**src/rtl/pc_fetch_unit.sv**
```systemverilog
`default_nettype none
// ============================================================================
// Module   : pc_fetch_unit
// Brief    : Instruction fetch stage. Holds the PC, fetches over a req/ready
//            handshake, presents the latched instruction and selects next PC.
// Revision : 1.0  initial release
// ============================================================================
module pc_fetch_unit #(
    parameter logic [31:0] RESET_PC = 32'h0000_0000,
    parameter int unsigned CNT_W    = 32
) (
    input  logic             clk,
    input  logic             rst_n,
    output logic             imem_req,
    output logic [31:0]      imem_addr,
    input  logic             imem_ready,
    input  logic [31:0]      imem_rdata,
    output logic [31:0]      instr,
    output logic [5:0]       opcode,
    output logic [5:0]       funct,
    output logic             instr_valid,
    output logic [31:0]      pc,
    output logic [31:0]      pc_plus4,
    input  logic             instr_ack,
    input  logic             branch,
    input  logic             bne,
    input  logic             zero,
    input  logic             jump,
    input  logic             jr,
    input  logic [31:0]      jr_target,
    output logic [CNT_W-1:0] retired
);

    localparam logic [CNT_W-1:0] c_cnt_one = CNT_W'(1);

    typedef enum logic [1:0] {
        ST_IDLE  = 2'd0,
        ST_FETCH = 2'd1,
        ST_HOLD  = 2'd2
    } state_t;

    state_t            r_state;
    state_t            w_state_nxt;
    logic              r_armed;
    logic [31:0]       r_pc;
    logic [31:0]       r_instr;
    logic              r_instr_valid;
    logic [CNT_W-1:0]  r_retired;

    logic              w_req;
    logic              w_load;
    logic              w_retire;
    logic              w_taken;
    logic [31:0]       w_pc_plus4;
    logic [31:0]       w_br_off;
    logic [31:0]       w_next_pc;
    logic              w_unused;

    // The first edge after reset release only arms the FSM, so the first
    // request appears after the 2nd rising edge.
    always_ff @(posedge clk or negedge rst_n) begin
        if (!rst_n) begin
            r_state <= ST_IDLE;
            r_armed <= 1'b0;
        end else begin
            r_state <= w_state_nxt;
            r_armed <= 1'b1;
        end
    end

    always_comb begin
        w_state_nxt = r_state;
        w_req       = 1'b0;
        w_load      = 1'b0;
        w_retire    = 1'b0;
        case (r_state)
            ST_IDLE: begin
                if (r_armed) begin
                    w_state_nxt = ST_FETCH;
                end
            end
            ST_FETCH: begin
                w_req = 1'b1;
                if (imem_ready) begin
                    w_load      = 1'b1;
                    w_state_nxt = ST_HOLD;
                end
            end
            ST_HOLD: begin
                if (instr_ack) begin
                    w_retire    = 1'b1;
                    w_state_nxt = ST_FETCH;
                end
            end
            default: w_state_nxt = ST_IDLE;
        endcase
    end

    assign w_pc_plus4 = r_pc + 32'd4;
    assign w_br_off   = {{14{r_instr[15]}}, r_instr[15:0], 2'b00};
    assign w_taken    = branch & (zero ^ bne);

    always_comb begin
        w_next_pc = w_pc_plus4;
        if (jr) begin
            w_next_pc = {jr_target[31:2], 2'b00};
        end else if (jump) begin
            w_next_pc = {w_pc_plus4[31:28], r_instr[25:0], 2'b00};
        end else if (w_taken) begin
            w_next_pc = w_pc_plus4 + w_br_off;
        end
    end

    always_ff @(posedge clk or negedge rst_n) begin
        if (!rst_n) begin
            r_pc          <= RESET_PC;
            r_instr       <= 32'd0;
            r_instr_valid <= 1'b0;
            r_retired     <= '0;
        end else begin
            if (w_load) begin
                r_instr       <= imem_rdata;
                r_instr_valid <= 1'b1;
            end else if (w_retire) begin
                r_pc          <= w_next_pc;
                r_instr_valid <= 1'b0;
                r_retired     <= r_retired + c_cnt_one;
            end
        end
    end

    // Low target bits are dropped: jr targets are forced word aligned.
    assign w_unused    = &{1'b0, jr_target[1:0]};

    assign imem_req    = w_req;
    assign imem_addr   = r_pc;
    assign instr       = r_instr;
    assign opcode      = r_instr[31:26];
    assign funct       = r_instr[5:0];
    assign instr_valid = r_instr_valid;
    assign pc          = r_pc;
    assign pc_plus4    = w_pc_plus4;
    assign retired     = r_retired;

endmodule
`default_nettype wire

```
**config.mk**
```make
export PLATFORM = sky130hd
export DESIGN_NAME = pc_fetch_unit
export DESIGN_NICKNAME = d
export VERILOG_FILES = /design/src/rtl/pc_fetch_unit.sv
export SDC_FILE = /design/constraint.sdc
export NUM_CORES = 1
export LEC_CHECK = 0
export CORE_MARGIN = 3
export CORE_UTILIZATION = 45
export CTS_CLUSTER_SIZE = 8
export DETAILED_ROUTE_END_ITERATION = 10
export PLACE_DENSITY = 0.79
export SYNTH_ARGS = -nofsm -noshare
export SYNTH_HDL_FRONTEND = slang
export SYNTH_SLANG_ARGS = --single-unit
```
**constraint.sdc**
```tcl
create_clock -name clk -period 4.4 [get_ports clk]
set_input_delay 0.44 -clock clk [delete_from_list [all_inputs] [get_ports clk]]
set_output_delay 0.44 -clock clk [all_outputs]
set_load 0.02 [all_outputs]
```
======== Word-level counts from Yosys, hierarchy flattened ========
Index checks and enable logic that the tools add are counted.
cells by class
  $add $sub $neg .......................... 3
  equality and inequality tests ........... 5
  multiplexer cells ....................... 14
  bitwise logic cells ..................... 3
  reduce and logical (&&, ||, !) cells .... 4
operator list
  cell                     number
  $mux W32                 3
  $add A32 B1 Y32 const B  1
  $add A32 B3 Y32 const B  1
  $add A32 B32 Y32         1
  $mux W1                  7
  $mux W2                  3
  $ne A2 B2 Y1 const B     3
  $pmux W2 S3              1
  $reduce_and A3 Y1        1
  $eq A2 B1 Y1 const B     1
  $eq A2 B2 Y1 const B     1
  $logic_not A2 Y1         1
  $reduce_and A2 Y1        1
  $reduce_bool A2 Y1       1
  $and A1 B1 Y1            1
  $not A1 Y1               1
  $xor A1 B1 Y1            1
storage, ports and cells
  register bits after elaboration ......... 100
  bits of input ports ..................... 73
  output and inout port bits .............. 174
  word-level logic and storage cells ...... 35

======== Logic depth before layout (Yosys ltp) ========
  word-level depth ........................ 5
  depth in mapped cells ................... 16
  mapped depth without buffers ............ 16

======== Least setup slack after synthesis ========
Ideal clock, no wire load.
  path type ............................... register -> register
  start point ............................. register r_pc[2] (netlist: imem_addr[2])
  end point ............................... register r_pc[21] (netlist: imem_addr[21])
  library setup time ...................... 0.129 ns
  arrival ................................. 3.759 ns
  required time ........................... 4.271 ns
  path slack .............................. 0.513 ns
  cell stages (with the launch flop) ...... 15
  buffers on the path ..................... 0
  clock period less this slack ............ 3.887 ns
  path through ............................ dfrtp_1 ha_1 nand3_1 nor2_1 nand2_1 xnor2_1 ha_1 a211o_1 a211oi_1 o31a_1 o21ai_1 a2111o_1 a31o_2 o211ai_1 nand3_1
on the way
  longest elaborated chain between the ends .. 5
ends and longest elaborated chain
  item                      line  RTL
  start: declaration        45    logic [31:0] r_pc;
  start signal: assignment  125   r_pc <= w_next_pc;
  $add A32 B3 Y32           99    assign w_pc_plus4 = r_pc + 32'd4;
  named net pc_plus4[8]     23    output logic [31:0] pc_plus4,
  $add A32 B32 Y32          110   w_next_pc = w_pc_plus4 + w_br_off;
  $mux W32                  109   end else if (w_taken) begin
  $mux W32                  107   end else if (jump) begin
  $mux W32                  105   if (jr) begin
The timed path passes the listed nets, and every way through them passes these cells.
A chain may end at the register's enable or synchronous reset.

======== Worst setup path after layout ========
  start point ............................. register r_pc[10] (netlist: imem_addr[10])
  end point ............................... register r_pc[23] (netlist: imem_addr[23])
on the way
  longest elaborated chain between the ends .. 5
ends and longest elaborated chain
  item                 line
  $add A32 B3 Y32 (*)  99
  $add A32 B32 Y32     110
  $mux W32 (*)         109
  $mux W32 (*)         107
  $mux W32 (*)         105
Every way passes the cells marked *; elsewhere a longest branch is shown, timed or not.

==> results.md <==
- Sequential cells account for 21.7% of the total power.
- The worst setup path is launched from a flip-flop.
- The net count of the finished layout is 1,135.
- Yosys mapped a number of flops with a built-in enable equal to 0.
- The final clock period utilization by the worst path is 91.9%.
- The number of antenna violations at the first check in global routing is 0.
- The worst pin sits at a relative slew slack of 31.4%.
- The core region is 15,500 sq um.
- Once detailed placement completed, the half-perimeter wirelength came to 18.7 mm.
- The type of the worst setup path is reg2reg.
- The root buffer selected by CTS is sky130_fd_sc_hd__clkbuf_16.
- The final layout contains routed wiring with a total length of 24.3 mm.
- The maximum vdd ir drop is 0.000531 V.
- The via count is 7,111.
- The analysis attributes to cell leakage a power of 4.22 nW.
- The first-pass GRT wire length is 38.3 mm.
- The number of global-route vias before repair is 6,973.
- The total power density per cell area is 808 nW/um^2.
- Dividing the detail-routed via count by the number of cells gives 5.73.
- Per report_power, the clock group accounts for 10.0% of the total.
- The number of standard-cell rows in the floorplan is 45.
- Synthesis handed over a netlist of 826 instances.
- The share of the yosys chip area belonging to registers is 33.8%.
- The post-route netlist has 8.45% of its cells at a drive strength greater than 1.
- The worst-case clock skew is 0.0126 ns.
- The count of synthesis-stage warnings from yosys is 0.
- Entering global routing, the biggest net connects 78 pins.
- Port buffering added 238 buffers.
- Leaving out fill and tap cells, the most frequent cells in the layout are 237 x sky130_fd_sc_hd__clkdlybuf4s50_1, 98 x sky130_fd_sc_hd__dfrtp_1, 78 x sky130_fd_sc_hd__nand2_1, 68 x sky130_fd_sc_hd__nor2_1, 67 x sky130_fd_sc_hd__a21oi_1.
- The number of CTS-inserted buffers is 9.
- The internal power is 4.06 mW.
- For this run, design rule violations remaining after detail routing come to 0.
- Setup repair after global routing left no endpoint under its margin.
- In this run the mean area of a mapped cell was 8.79 sq um.
- The required time at the endpoint of the critical path is 4.62 ns.
- For this design the top-level I/O count stands at 247.
- The area growth from synthesis to layout is 36.5%.
- The number of cells in the design after placement is 1,224.
- Measured along the y axis, the die boundary spans 133 um.
- The H-tree was split into 3 levels.
- After synthesis, the share of flip-flops with an asynchronous set or reset is 100%.
- The tightest min-delay check is of the in2async type.
- Net switching is 49.3% of the power.
- The run finished with clean final reports.
- The number of buffers inserted by post-CTS setup repair is 0.
- sky130_fd_sc_hd__dfrtp_1 takes more of the synthesized area than any other cell.
- Gates resized during post-CTS repair numbered 0.
- The setup TNS after final layout is 0 ns.
- Dividing the detail-routed wire length by the instance count gives 19.6 um.
- The final setup violation count is 0.
- The mapped cell area is 7260 sq um.
- The count of final max-slew check failures came to 0.
- The biggest fanout along the worst timing path is 8.
- The clock reaches the later pin of the worst-skew pair after 0.36 ns.
- Once the floorplan was initialized, standard cells occupied 46.9% of the core.
- The count of maximum capacitance violations is 0.
- STA classifies the critical path endpoint as a flip-flop.
- The part of the total power dissipated in combinational logic is 68.3%.
- Yosys attributes the largest share of cell area to sky130_fd_sc_hd__dfrtp_1 34%, sky130_fd_sc_hd__ha_1 6.4%, sky130_fd_sc_hd__xnor2_1 5.9%.
- The worst path in the final design needs a cycle of 4.04 ns, including I/O delays and setup.
- The analysis attributes to net switching a power of 3.95 mW.
- The congestion estimate from routability-driven global placement came to 0.950.
- The global routing usage summed across all routing layers is 27.0%.
- The maximum buffer depth of the clock tree is 2.
- For this block, the initial DRC count from the detailed router was 784.
- The library cell used most frequently in the layout, excluding fill and tap cells, is sky130_fd_sc_hd__clkdlybuf4s50_1.
- The share of the synthesized area in the top cell type is 33.8%.
- After the flow finishes, the layout carries non-filler instances totaling 1,240.
- The leftover overflow at the end of global routing is 0.
- The repair_antennas step left the layout with diodes totalling 0.
- The sink count of the clock tree is 98.
- Based on the critical path, the design can be clocked at up to 247 MHz.
- After clock tree synthesis, the clock-pin slew on the worst setup and hold paths is 0.07 ns.
- The remaining antenna violation count is 0.
- The most used flip-flop cell after synthesis is sky130_fd_sc_hd__dfrtp_1.
- TritonCTS built the clock tree.
- Synthesis inferred 98 register bits.
- Hold is met by 0.239 ns.
- The total die area is 17,700 sq um.
- The actual transition at the worst max-transition pin is 1.03 ns.
- In this run, post-CTS hold repair placed 0 buffers.
- The count of final hold-check violations is 0.
- The count of cell types in the netlist is 72.
- The die width is 133 um.
- For this run, the detailed router's first-pass iteration total came to 5.
- At the worst endpoint, the arrival time is 4.26 ns.
## kinds of logic after synthesis
family | count (synthesis) | share of synthesized area (%)
simple gates | 271 | 18.5
mux | 37 | 5.65
xor+xnor | 77 | 9.49
fa+ha+maj | 38 | 6.65
compound gates | 210 | 18.5
buf+inv | 93 | 7.32
flops | 98 | 33.8
other cells | 2 | 0.103
## stage by stage
step                area [sq um]  power [mW]  setup WS [ns]  utilization [%]
floorplan                   7280        5.18          0.513                -
global placement            9610        7.08          0.516             62.1
detailed placement          9610        7.13          0.463             62.1
CTS                         9920        7.97          0.445             64.0
global route                9920        8.53         0.0777             64.0
finish                      9920        8.01          0.355             64.0
## cell type report
cell class	instances	area, sq um
clock buffers	9	225
clock inverters	7	78.8
repair buffers	259	2540
flip-flops and latches	98	2450
multi-input cells	640	4300
well taps	211	264
inverters	16	60.1
fillers	1296	5570
## cell usage after synthesis (all sizes together) (14+ instances only)
master   n
a211oi  14
a21oi   68
and3    24
buf     51
clkbuf  26
dfrtp   98
ha      37
inv     14
mux2    32
nand2   78
nand3   36
nand4   19
nor2    70
o21ai   49
xnor2   50
xor2    27
## power by group through the flow
stage / clock network, mW / registers (mW) / logic (mW)
after detailed placement: 0 / 1.73 / 5.40
after floorplan: 0 / 1.95 / 3.24
after global routing: 0.852 / 1.79 / 5.89
after global placement: 0 / 1.73 / 5.34
after CTS: 0.814 / 1.73 / 5.43
final: 0.799 / 1.74 / 5.47
## metal layers
layer	track usage [%]	vias up	share of wire [%]
met1	36.9	3405	42
met5	0	-	0
met3	5.40	48	8.3
li1	-	3332	-
met2	42.4	326	46
met4	10.5	0	3.4
## worst paths after layout
check | slack (ns) | from | cells past startpoint | endpoint
worst max-delay path | 0.36 | imem_addr[10] | 13 | imem_addr[23]
worst min-delay path | 0.24 | rst_n | 1 | instr[3]
worst max register to register | 0.36 | imem_addr[10] | 13 | imem_addr[23]
worst min register to register | 0.48 | retired[31] | 1 | retired[31]
max in group asynchronous | 3.26 | rst_n | 2 | imem_addr[27]
min in group clk | 0.48 | retired[31] | 1 | retired[31]
## critical path, cell delays in order (launching register included)
cell	delay, ns
sky130_fd_sc_hd__dfrtp_1	0.47
sky130_fd_sc_hd__and3_2	0.29
sky130_fd_sc_hd__nand4_4	0.14
sky130_fd_sc_hd__or3_1	0.42
sky130_fd_sc_hd__xnor2_1	0.44
sky130_fd_sc_hd__ha_1	0.34
sky130_fd_sc_hd__and3_1	0.23
sky130_fd_sc_hd__nand3_1	0.13
sky130_fd_sc_hd__o31a_1	0.28
sky130_fd_sc_hd__o21ai_1	0.20
sky130_fd_sc_hd__a21oi_2	0.16
sky130_fd_sc_hd__nor4bb_1	0.17
sky130_fd_sc_hd__o31ai_1	0.47
sky130_fd_sc_hd__a31oi_1	0.15
## state kept, by name, summed over array words and instances (netlist names)
| signal | cells |
|---|---|
| r_state | 2 |
| imem_addr | 30 |
| instr_valid | 1 |
| retired | 32 |
| instr | 32 |
| r_armed | 1 |
No activity file was read; power rests on OpenSTA's default activity.
